===== config.mk =====
export PLATFORM = sky130hd
export DESIGN_NAME = pb_port_hub
export DESIGN_NICKNAME = d
export VERILOG_FILES = /design/src/rtl/pb_port_hub_pkg.sv /design/src/rtl/pb_irq_ctrl.sv /design/src/rtl/pb_port_hub.sv
export SDC_FILE = /design/constraint.sdc
export NUM_CORES = 1
export LEC_CHECK = 0
export ABC_CLOCK_PERIOD_IN_PS = 1350
export CAP_MARGIN = 10
export CORE_ASPECT_RATIO = 0.7
export CORE_MARGIN = 2
export CORE_UTILIZATION = 45
export CTS_BUF_LIST = sky130_fd_sc_hd__clkbuf_16
export DETAILED_ROUTE_END_ITERATION = 7
export GPL_TIMING_DRIVEN = 0
export HOLD_SLACK_MARGIN = 0.06
export PLACE_DENSITY = 0.8
export SLEW_MARGIN = 20
export SYNTH_ARGS = -nofsm -noshare
export SYNTH_HDL_FRONTEND = slang
export SYNTH_SLANG_ARGS = --single-unit

===== constraint.sdc =====
create_clock -name clk -period 1.35 [get_ports clk]
set_clock_uncertainty 0.05 [all_clocks]
set_input_delay 0.2025 -clock clk [delete_from_list [all_inputs] [get_ports clk]]
set_output_delay 0.2025 -clock clk [all_outputs]
set_load 0.05 [all_outputs]

===== src/rtl/pb_port_hub_pkg.sv =====
// pb_port_hub shared constants: port offsets and IRQ FSM encoding.
// Optional timer is enabled by defining PB_PORT_HUB_TIMER_EN.
package pb_port_hub_pkg;

  localparam logic [5:0] OFS_OUT        = 6'h00;
  localparam logic [5:0] OFS_IN         = 6'h10;
  localparam logic [5:0] OFS_IRQ_STATUS = 6'h20;
  localparam logic [5:0] OFS_IRQ_MASK   = 6'h21;
  localparam logic [5:0] OFS_IRQ_CLEAR  = 6'h22;
  localparam logic [5:0] OFS_TIMER_LO   = 6'h23;
  localparam logic [5:0] OFS_TIMER_HI   = 6'h24;

  typedef enum logic [1:0] {
    IRQ_IDLE,
    IRQ_ASSERT,
    IRQ_SERVICE
  } irq_state_e;

endpackage


===== src/rtl/pb_irq_ctrl.sv =====
// Edge-triggered, maskable interrupt controller for pb_port_hub.
// Macro PB_PORT_HUB_TIMER_EN adds a 16-bit reload timer on pending[7].
module pb_irq_ctrl
  import pb_port_hub_pkg::*;
#(
  parameter int NUM_IRQ = 4
) (
  input  logic               clk,
  input  logic               reset_n,
  input  logic [NUM_IRQ-1:0] irq_src,
  input  logic [7:0]         wdata,
  input  logic               wr_mask,
  input  logic               wr_clear,
  input  logic               wr_tlo,
  input  logic               wr_thi,
  input  logic               irq_ack,
  output logic [7:0]         pending,
  output logic [7:0]         mask,
  output logic [7:0]         timer_lo,
  output logic [7:0]         timer_hi,
  output logic               interrupt
);

  localparam logic [7:0] SRC_BITS = 8'((1 << NUM_IRQ) - 1);
`ifdef PB_PORT_HUB_TIMER_EN
  localparam logic [7:0] VALID = SRC_BITS | 8'h80;
`else
  localparam logic [7:0] VALID = SRC_BITS;
`endif

  logic [NUM_IRQ-1:0] src_d;
  logic               tick;
  logic [7:0]         set_bits;
  logic [7:0]         clr_bits;
  logic               active;
  irq_state_e         state, state_nxt;

  // Set is OR-ed after the clear so a same-cycle edge wins.
  assign set_bits = 8'(irq_src & ~src_d) | {tick, 7'b0};
  assign clr_bits = wr_clear ? wdata : 8'h00;
  assign active   = |(pending & mask);

  always_ff @(posedge clk or negedge reset_n) begin
    if (!reset_n) begin
      src_d   <= '0;
      pending <= '0;
      mask    <= '0;
    end else begin
      src_d   <= irq_src;
      pending <= ((pending & ~clr_bits) | set_bits) & VALID;
      if (wr_mask)
        mask <= wdata & VALID;
    end
  end

`ifdef PB_PORT_HUB_TIMER_EN
  logic [15:0] cnt;
  logic [15:0] reload;

  assign reload = {timer_hi, timer_lo};
  assign tick   = !wr_thi && (reload != 16'h0) && (cnt == 16'h0);

  always_ff @(posedge clk or negedge reset_n) begin
    if (!reset_n) begin
      timer_lo <= '0;
      timer_hi <= '0;
      cnt      <= '0;
    end else begin
      if (wr_tlo)
        timer_lo <= wdata;
      if (wr_thi)
        timer_hi <= wdata;
      if (wr_thi)
        cnt <= {wdata, timer_lo};
      else if (reload == 16'h0)
        cnt <= '0;
      else if (cnt == 16'h0)
        cnt <= reload;
      else
        cnt <= cnt - 16'h1;
    end
  end
`else
  logic unused_timer;
  assign unused_timer = ^{wr_tlo, wr_thi};
  assign tick         = 1'b0;
  assign timer_lo     = 8'h00;
  assign timer_hi     = 8'h00;
`endif

  always_ff @(posedge clk or negedge reset_n) begin
    if (!reset_n)
      state <= IRQ_IDLE;
    else
      state <= state_nxt;
  end

  always_comb begin
    state_nxt = state;
    interrupt = 1'b0;
    unique case (state)
      IRQ_IDLE: begin
        if (active)
          state_nxt = IRQ_ASSERT;
      end
      IRQ_ASSERT: begin
        interrupt = 1'b1;
        if (irq_ack)
          state_nxt = IRQ_SERVICE;
        else if (!active)
          state_nxt = IRQ_IDLE;
      end
      IRQ_SERVICE: begin
        if (wr_clear)
          state_nxt = IRQ_IDLE;
      end
      default: state_nxt = IRQ_IDLE;
    endcase
  end

endmodule


===== src/rtl/pb_port_hub.sv =====
// KCPSM6 port hub: address decode, output registers, read mux.
// Optional timer (pb_irq_ctrl) is enabled by PB_PORT_HUB_TIMER_EN.
module pb_port_hub
  import pb_port_hub_pkg::*;
#(
  parameter logic [7:0] BASE      = 8'h00,
  parameter int         NUM_OUT   = 4,
  parameter int         NUM_IN    = 4,
  parameter int         NUM_IRQ   = 4,
  parameter logic [7:0] OUT_RESET = 8'h00
) (
  input  logic                  clk,
  input  logic                  reset_n,
  input  logic [7:0]            port_id,
  input  logic                  write_strobe,
  input  logic [7:0]            out_port,
  input  logic                  read_strobe,
  output logic [7:0]            in_port,
  output logic                  interrupt,
  input  logic                  interrupt_ack,
  output logic [8*NUM_OUT-1:0]  out_regs,
  output logic [NUM_OUT-1:0]    out_wr,
  input  logic [8*NUM_IN-1:0]   in_data,
  output logic [NUM_IN-1:0]     in_rd,
  input  logic [NUM_IRQ-1:0]    irq_src
);

  logic                      base_hit;
  logic [5:0]                ofs;
  logic [NUM_OUT-1:0]        out_hit;
  logic [NUM_IN-1:0]         in_hit;
  logic                      hit_stat, hit_mask, hit_clr;
  logic                      hit_tlo, hit_thi;
  logic [NUM_OUT-1:0][7:0]   regs;
  logic [7:0]                rd_out, rd_in, rd_val;
  logic [7:0]                pending, mask;
  logic [7:0]                timer_lo, timer_hi;

  assign base_hit = (port_id[7:6] == BASE[7:6]);
  assign ofs      = port_id[5:0];
  assign hit_stat = base_hit && (ofs == OFS_IRQ_STATUS);
  assign hit_mask = base_hit && (ofs == OFS_IRQ_MASK);
  assign hit_clr  = base_hit && (ofs == OFS_IRQ_CLEAR);
  assign hit_tlo  = base_hit && (ofs == OFS_TIMER_LO);
  assign hit_thi  = base_hit && (ofs == OFS_TIMER_HI);
  assign out_regs = regs;

  always_comb begin
    out_hit = '0;
    rd_out  = '0;
    for (int i = 0; i < NUM_OUT; i++) begin
      out_hit[i] = base_hit && (ofs == 6'(OFS_OUT + i));
      rd_out     = rd_out | (out_hit[i] ? regs[i] : 8'h00);
    end
  end

  always_comb begin
    in_hit = '0;
    rd_in  = '0;
    for (int i = 0; i < NUM_IN; i++) begin
      in_hit[i] = base_hit && (ofs == 6'(OFS_IN + i));
      rd_in     = rd_in | (in_hit[i] ? in_data[8*i +: 8] : 8'h00);
    end
  end

  // IRQ_CLEAR and unmapped offsets fall through to zero.
  always_comb begin
    rd_val = 8'h00;
    unique case (1'b1)
      |out_hit: rd_val = rd_out;
      |in_hit:  rd_val = rd_in;
      hit_stat: rd_val = pending;
      hit_mask: rd_val = mask;
      hit_tlo:  rd_val = timer_lo;
      hit_thi:  rd_val = timer_hi;
      default:  rd_val = 8'h00;
    endcase
  end

  always_ff @(posedge clk or negedge reset_n) begin
    if (!reset_n) begin
      regs    <= {NUM_OUT{OUT_RESET}};
      out_wr  <= '0;
      in_rd   <= '0;
      in_port <= '0;
    end else begin
      for (int i = 0; i < NUM_OUT; i++)
        if (write_strobe && out_hit[i])
          regs[i] <= out_port;
      out_wr  <= write_strobe ? out_hit : '0;
      in_rd   <= read_strobe ? in_hit : '0;
      in_port <= rd_val;
    end
  end

  pb_irq_ctrl #(
    .NUM_IRQ (NUM_IRQ)
  ) u_irq (
    .clk       (clk),
    .reset_n   (reset_n),
    .irq_src   (irq_src),
    .wdata     (out_port),
    .wr_mask   (write_strobe && hit_mask),
    .wr_clear  (write_strobe && hit_clr),
    .wr_tlo    (write_strobe && hit_tlo),
    .wr_thi    (write_strobe && hit_thi),
    .irq_ack   (interrupt_ack),
    .pending   (pending),
    .mask      (mask),
    .timer_lo  (timer_lo),
    .timer_hi  (timer_hi),
    .interrupt (interrupt)
  );

endmodule


==> flow_summary_export.csv, run 1 <==
group,metric,value,unit
final_layout,nets,385,
detailed_routing,vias_per_cell,5.599,
hold_path,min_from,"port_id[4]",
yosys,yosysUniqueCellTypes,39,
die,fp.dieW,100.6,um
sta,finalCriticalPeriod,1.320,ns
yosys,synth-xor-area-share,0,%
sta,fmax,0.7574,GHz
die,die_h,71.62,um
critical_path,endpoint_kind,"output port",
grt,grt_pass1_wl,13050,um
die,row_count,24,
placed_design,dpl_worst_slack,-0.8381,ns
cts,clockBufferDepth,2,
power,leakagePower,2.111,nW
die,initial_core_util,46.83,%
final_layout,insertedDiodeCount,0,
sta,period_share,97.80,%
critical_path,regToRegEndpoint,"in_port[5]",
grt,antenna_found_initial,0,
yosys,yosysSeqAreaShare,52.79,%
power,netSwitchingPower,1.285,mW
final_layout,final_cell_mix,"46 x clkdlybuf4s50_1, 42 x dfrtp_1, 36 x mux2_2, 27 x buf_2, 25 x clkdlybuf4s15_2",
detailed_routing,drtIter0Drc,176,
cts,clkTransAtPathRegs,0.05,ns
cts,htreeDepth,3,
critical_path,worstRegToRegCells,2,
die,dieArea,7204,um2
placed_design,io_buffers,102,
final_layout,final_common_cell,"clkdlybuf4s50_1",
critical_path,reg2reg_setup_slack,0.04,ns
grt,grt_overflow_total,0,
detailed_routing,wl,8444,um
power,p_int,3.519,mW
detailed_routing,route.vias.total,2301,
yosys,ys_warn_count,0,
sta,fin_ws,0.02966,ns
die,pin_count,106,
grt,grt_max_degree,45,
power,p_clk_share,41.3,%
critical_path,cp_slowest_cell,"dfrtp_2",
cts,cts_buffers,9,
yosys,synthMuxAreaShare,26.01,%
cts,clkLatencyLatePin,0.33,ns
grt,grt_pass1_vias,2380,
critical_path,required,1.10,ns
yosys,synth-compound-area-share,5.790,%
job,drv_cap,0,
cts,clock_sinks,62,
yosys,ys_ff_latch,62,
yosys,synth_top_family_by_area,"multiplexers",
critical_path,critPathBufInv,1,
yosys,synth_area,2939,um2
power,vdd.ir_drop.worst,0.7434,mV
yosys,synth_nets,260,
yosys,synth_fa_ha_area_share,0,%
detailed_routing,wire_per_inst,20.55,um
detailed_routing,ant_nets,0,
detailed_routing,first_pass_iters,4,
final_layout,syn_to_final_growth,51.68,%
hold_path,min_path_type,"input port to flop",
sta,finalSetupViolCount,0,
critical_path,cp_top_family,"flip-flops",
critical_path,crit_path_start_kind,"flop",
yosys,synth-simple-area-share,11.37,%
die,core,6276,um2
yosys,synth.avg_cell_area,14.48,um2
critical_path,worstPathArrival,1.07,ns
sta,tightestPinTransition,0.4770,ns
critical_path,cp_cell_sequence,"clkdlybuf4s15_2",
final_layout,fin_util,71.03,%
status,status,"finished clean",
hold_path,holdPathEnd,"in_rd[1]",
sta,maxSlewViolCount,0,
cts,cts_tree,"built",
sta,hold_viol,0,
power,pwr-share-comb,17.0,%
power,p_per_area,1078,nW/um2
cts,cts_root_buf,"clkbuf_16",
detailed_routing,drc,0,
power,switching_share,26.74,%
grt,grtUsageTotal,24.86,%
sta,relSlewSlack,68.20,%
placed_design,hpwl,5708,um
critical_path,cp_max_fo,3,
hold_path,hold_depth,3,
final_layout,drive_above_1_share,51.35,%
critical_path,critPathKind,"flop to output port",
yosys,synthCells,203,
critical_path,max_stage_delay,0.41,ns
placed_design,gp_congestion,0.7863,
power,p_seq_share,41.8,%
critical_path,reg2reg_from,"out_regs[21]",
[flip-flops by register name (all words and copies together), names as in the netlist]
name           count
out_regs          32
in_port            8
in_rd              4
out_wr             4
u_irq.mask         4
u_irq.pending      4
u_irq.src_d        4
u_irq.state        2
[through the flow]
step	power [mW]	area, um2	std cells	hold slack, ns	TNS, ns
after floorplan	2.448	2978	203	-0.1431	-0.4265
after global placement	2.822	4096	383	0.4106	-162.07
after detailed placement	2.843	4114	384	0.04607	-41.19
after CTS	4.848	4541	409	0.1993	0
after global routing	4.986	4458	411	0.2091	-0.003581
final	4.804	4458	411	0.2028	0
[synthesized netlist by cell type (all sizes together)]
master / count / area share [%]
nor4b: 2 / 0.81
nor3: 2 / 0.72
a32o: 4 / 1.4
mux4: 13 / 10
a32oi: 1 / 0.30
a22oi: 4 / 1.0
and2b: 1 / 0.30
buf: 7 / 1.8
and3: 3 / 0.64
nor2: 4 / 0.51
a22o: 4 / 1.2
and3b: 1 / 0.30
a221oi: 1 / 0.30
o21ai: 4 / 0.68
dfrtp: 62 / 53
nor4: 2 / 0.94
nand3b: 2 / 0.51
mux2i: 4 / 1.4
nand2b: 1 / 0.21
nand4: 3 / 1.7
nand2: 11 / 1.4
nand3: 8 / 1.8
clkbuf: 4 / 1.2
mux2: 38 / 15
nor3b: 1 / 0.26
o211ai: 3 / 0.77
inv: 8 / 1.0
and4: 2 / 0.60
nor2b: 1 / 0.21
nand4b: 1 / 0.51
a21oi: 1 / 0.17
[area by class of cell]
type	count	area [um2]
Multi-Input combinational cell	125	1369
Sequential cell	62	1577
Clock buffer	9	225.2
Inverter	8	30.03
Clock inverter	7	33.78
Tap cell	78	97.59
Fill cell	442	1818
Timing Repair Buffer	112	1026
Buffer	10	100.1
[power groups by stage]
| stage | Clock, mW | Sequential, mW | Combinational (mW) |
|---|---|---|---|
| finish | 1.98 | 2.01 | 0.815 |
| global route | 2.11 | 2.02 | 0.862 |
| CTS | 2.02 | 2.01 | 0.825 |
| detailed placement | 0 | 2.04 | 0.808 |
| global placement | 0 | 2.03 | 0.791 |
| floorplan | 0 | 2.19 | 0.255 |
[routing by layer]
layer / part of all wire (%) / global-route usage, % / vias up
li1: - / - / 1034
met1: 44 / 35.25 / 1132
met2: 45 / 35.93 / 114
met3: 8.3 / 9.171 / 21
met4: 1.9 / 7.763 / 0
met5: 0 / 0 / -
[how the worst max path moves through the flow]
stage | depth (start not counted) | startpoint | to | slack [ns]
floorplan | 2 | out_regs[28] | in_port[4] | -0.06
global placement | 1 | reset_n | out_regs[21] | -2.12
detailed placement | 5 | port_id[4] | out_regs[19] | -0.84
CTS | 5 | port_id[6] | out_regs[2] | 0.002
global route | 3 | out_regs[26] | in_port[2] | -0.004
finish | 1 | out_regs[4] | out_regs[4] | 0.03
[cell families after synthesis]
logic type / after synthesis
AOI/OAI and AO/OA: 22
buffers and inverters: 19
DFF: 62
muxes: 55
and+or+nand+nor: 45
[repair_timing]
item                       CTS  global route
setup endpoints to repair  104            53
cloned                       3             1
buffers inserted             6             1
resized for setup          183            45
hold buffers                 1             0
pin swaps                    5             4
hold endpoints to repair    62             0
Note: power is estimated with default switching activity, not from simulation.
==> inputs of run 2 (changes only) <==
--- a/config.mk
+++ b/config.mk
@@ -5,16 +5,18 @@
 export SDC_FILE = /design/constraint.sdc
 export NUM_CORES = 1
 export LEC_CHECK = 0
-export ABC_CLOCK_PERIOD_IN_PS = 1350
+export ABC_AREA = 1
+export ABC_CLOCK_PERIOD_IN_PS = 1520
 export CAP_MARGIN = 10
 export CORE_ASPECT_RATIO = 0.7
 export CORE_MARGIN = 2
-export CORE_UTILIZATION = 45
+export CORE_UTILIZATION = 49
 export CTS_BUF_LIST = sky130_fd_sc_hd__clkbuf_16
+export CTS_CLUSTER_SIZE = 25
 export DETAILED_ROUTE_END_ITERATION = 7
 export GPL_TIMING_DRIVEN = 0
 export HOLD_SLACK_MARGIN = 0.06
-export PLACE_DENSITY = 0.8
+export PLACE_DENSITY = 0.86
 export SLEW_MARGIN = 20
 export SYNTH_ARGS = -nofsm -noshare
 export SYNTH_HDL_FRONTEND = slang
==> constraint.sdc (replaced) <==
create_clock -name clk -period 1.52 [get_ports clk]
set_clock_uncertainty 0.05 [all_clocks]
set_input_delay 0.228 -clock clk [delete_from_list [all_inputs] [get_ports clk]]
set_output_delay 0.228 -clock clk [all_outputs]
set_load 0.05 [all_outputs]
==> run 2 against run 1 <==
Compared with the run above: the flow now finishes with violations (setup timing); first-iteration DRC count up 21%; register-to-register slack improved by 0.50 ns; synthesized cell count increased by 80%; global-route usage up 2.8 points; non-clock buffer count is 3 higher; final area grew 3.7%; clock-buffer cell count unchanged.
==> flow_summary_export.csv, run 2 <==
group,metric,value,unit
status,status,"complete, but fails checks",
status,violations,"setup timing",
power,p_int,3.262,mW
placed_design,gp_congestion,0.8855,
critical_path,reg2reg_from,"out_regs[20]",
sta,relSlewSlack,58.97,%
critical_path,crit_path_start_kind,"flop",
critical_path,required,1.24,ns
yosys,synth-edff-count,0,
final_layout,largest_reg_flops,32,
final_layout,final_cell_mix,"118 x nand2_1, 62 x dfrtp_1, 51 x clkdlybuf4s50_1, 39 x nand3_1, 35 x inv_1",
yosys,synthCells,366,
critical_path,critPathKind,"flop to output port",
critical_path,critPathLaunch,"out_regs[0]",
sta,fmax,0.6578,GHz
final_layout,insertedDiodeCount,0,
yosys,synth_flop_cell,"dfrtp_1",
power,p_clk_share,44.9,%
yosys,ys_ff_latch,62,
yosys,synth_top_cell_by_area,"dfrtp_1",
sta,maxSlewViolCount,0,
power,switching_share,28.25,%
detailed_routing,ant_nets,0,
final_layout,syn_to_final_growth,52.22,%
critical_path,worstRegToRegCells,4,
cts,clkTransAtPathRegs,0.06,ns
detailed_routing,wl,9414,um
grt,grt_max_degree,51,
critical_path,regToRegEndpoint,"in_port[4]",
critical_path,cp_slowest_cell,"clkdlybuf4s15_1",
detailed_routing,drtIter0Drc,213,
placed_design,dpl_worst_slack,-0.4336,ns
final_layout,final_common_cell,"nand2_1",
critical_path,cp_cell_sequence,"clkdlybuf4s15_1",
critical_path,critPathBufInv,1,
grt,antenna_found_initial,0,
sta,hold_viol,0,
yosys,synthTopCellsByArea,"dfrtp_1 51%, nand2_1 15%, nand3_1 6.9%",
yosys,synth_nets,423,
sta,tightestPinTransition,0.6144,ns
detailed_routing,vias_per_cell,5.272,
power,leakagePower,2.419,nW
cts,clock_sinks,62,
die,initial_core_util,52.00,%
final_layout,drive_above_1_share,23.45,%
detailed_routing,wire_per_inst,16.40,um
critical_path,reg2reg_setup_slack,0.54,ns
yosys,synth_common_cells,"120 x nand2_1, 62 x dfrtp_1, 42 x nand3_1, 35 x inv_1, 24 x nor2_1",
sta,fin_ws,-0.0002659,ns
sta,rsz0062_at_grt,"true",
critical_path,critPathCapture,"out_regs[0]",
die,row_count,23,
hold_path,min_path_type,"input port to async pin",
die,fp.dieW,98.11,um
die,pin_count,106,
power,vdd.ir_drop.worst,0.8219,mV
yosys,ys_warn_count,0,
yosys,synth_top_area_share,51.07,%
die,die_h,69.88,um
power,netSwitchingPower,1.284,mW
yosys,synth_area,3038,um2
yosys,yosysSeqAreaShare,51.07,%
detailed_routing,drc,0,
grt,grtUsageTotal,27.66,%
critical_path,max_stage_delay,0.54,ns
detailed_routing,route.vias.total,3026,
cts,clockBufferDepth,2,
cts,htreeDepth,3,
detailed_routing,first_pass_iters,5,
yosys,synth.most_common_cell,"nand2_1",
die,core,5842,um2
critical_path,cp_top_family,"buffers and inverters",
sta,finalHoldWorstSlack,0.2584,ns
cts,cts_root_buf,"clkbuf_16",
cts,cts_tree,"built",
sta,period_share,100.0,%
yosys,synthArstFlopShare,100.0,%
power,pwr-share-comb,15.5,%
yosys,yosysUniqueCellTypes,21,
placed_design,hpwl,6441,um
cts,clkLatencyLatePin,0.33,ns
placed_design,io_buffers,105,
yosys,synth.avg_cell_area,8.300,um2
sta,finalSetupViolCount,1,
job,drv_cap,0,
critical_path,endpoint_kind,"output port",
grt,grt_pass1_vias,2902,
power,p_per_area,983.0,nW/um2
power,p_seq_share,39.5,%
grt,grt_overflow_total,0,
die,dieArea,6856,um2
critical_path,worstPathArrival,1.24,ns
critical_path,cp.depth,1,
cts,cts_buffers,9,
sta,finalCriticalPeriod,1.520,ns
grt,grt_pass1_wl,14660,um
critical_path,cp_max_fo,3,
final_layout,nets,551,
run 2: power groups by stage:
stage | Clock (mW) | Combinational [mW] | Sequential [mW]
6_report | 2.04 | 0.706 | 1.80
5_1_grt | 2.14 | 0.754 | 1.80
4_1_cts | 2.06 | 0.701 | 1.79
3_5_place_dp | 0 | 0.726 | 1.82
3_3_place_gp | 0 | 0.703 | 1.82
2_1_floorplan | 0 | 0.216 | 1.96
run 2: routing by layer:
layer	routed length [um]	global-route usage [%]
met1	4110	39.05
met2	4204	41.55
met3	969	8.809
met4	128	7.253
met5	0	0
run 2: cell type report:
class                           count  area, um2
Multi-Input combinational cell    259       1361
Timing Repair Buffer              117       1079
Sequential cell                    62       1551
Tap cell                           75      93.84
Clock inverter                      7      75.07
Inverter                           37      143.9
Buffer                              8      95.09
Clock buffer                        9      225.2
Fill cell                         365       1217
run 2: worst min-delay path by stage:
stage / from / slack [ns] / cells after the start / end
2_1_floorplan: reset_n / -0.12 / 0 / in_port[0]
3_3_place_gp: u_irq.src_d[2] / 0.35 / 1 / u_irq.pending[2]
3_5_place_dp: reset_n / 0.05 / 1 / in_rd[0]
4_1_cts: reset_n / 0.26 / 2 / in_rd[3]
5_1_grt: reset_n / 0.27 / 2 / in_rd[3]
6_report: reset_n / 0.26 / 2 / in_rd[0]
run 2: repair_timing:
action	CTS	global route
hold buffers	1	0
pin swaps	2	6
gates resized for setup	98	49
endpoints found under the hold margin	62	0
buffers inserted	2	7
cloned	0	1
setup endpoints to repair	72	52
run 2: cells by family after synthesis:
group	Yosys count	synth area share, %
flip-flops	62	51.07
AND/OR/NAND/NOR	209	31.43
AO/OA/AOI/OAI	50	10.54
buffers and inverters	45	6.960
run 2: per-stage QoR:
stage / TNS, ns / utilization (%) / std cells / total power [mW] / cell area (um2)
final: -0.0002659 / 79.16 / 574 / 4.546 / 4624
after global placement: -121.08 / 71.60 / 546 / 2.522 / 4183
after floorplan: 0 / - / 366 / 2.178 / 3038
after detailed placement: -17.36 / 72.03 / 547 / 2.547 / 4208
after CTS: 0 / 77.64 / 566 / 4.551 / 4536
after global routing: -0.09159 / 79.16 / 574 / 4.700 / 4624
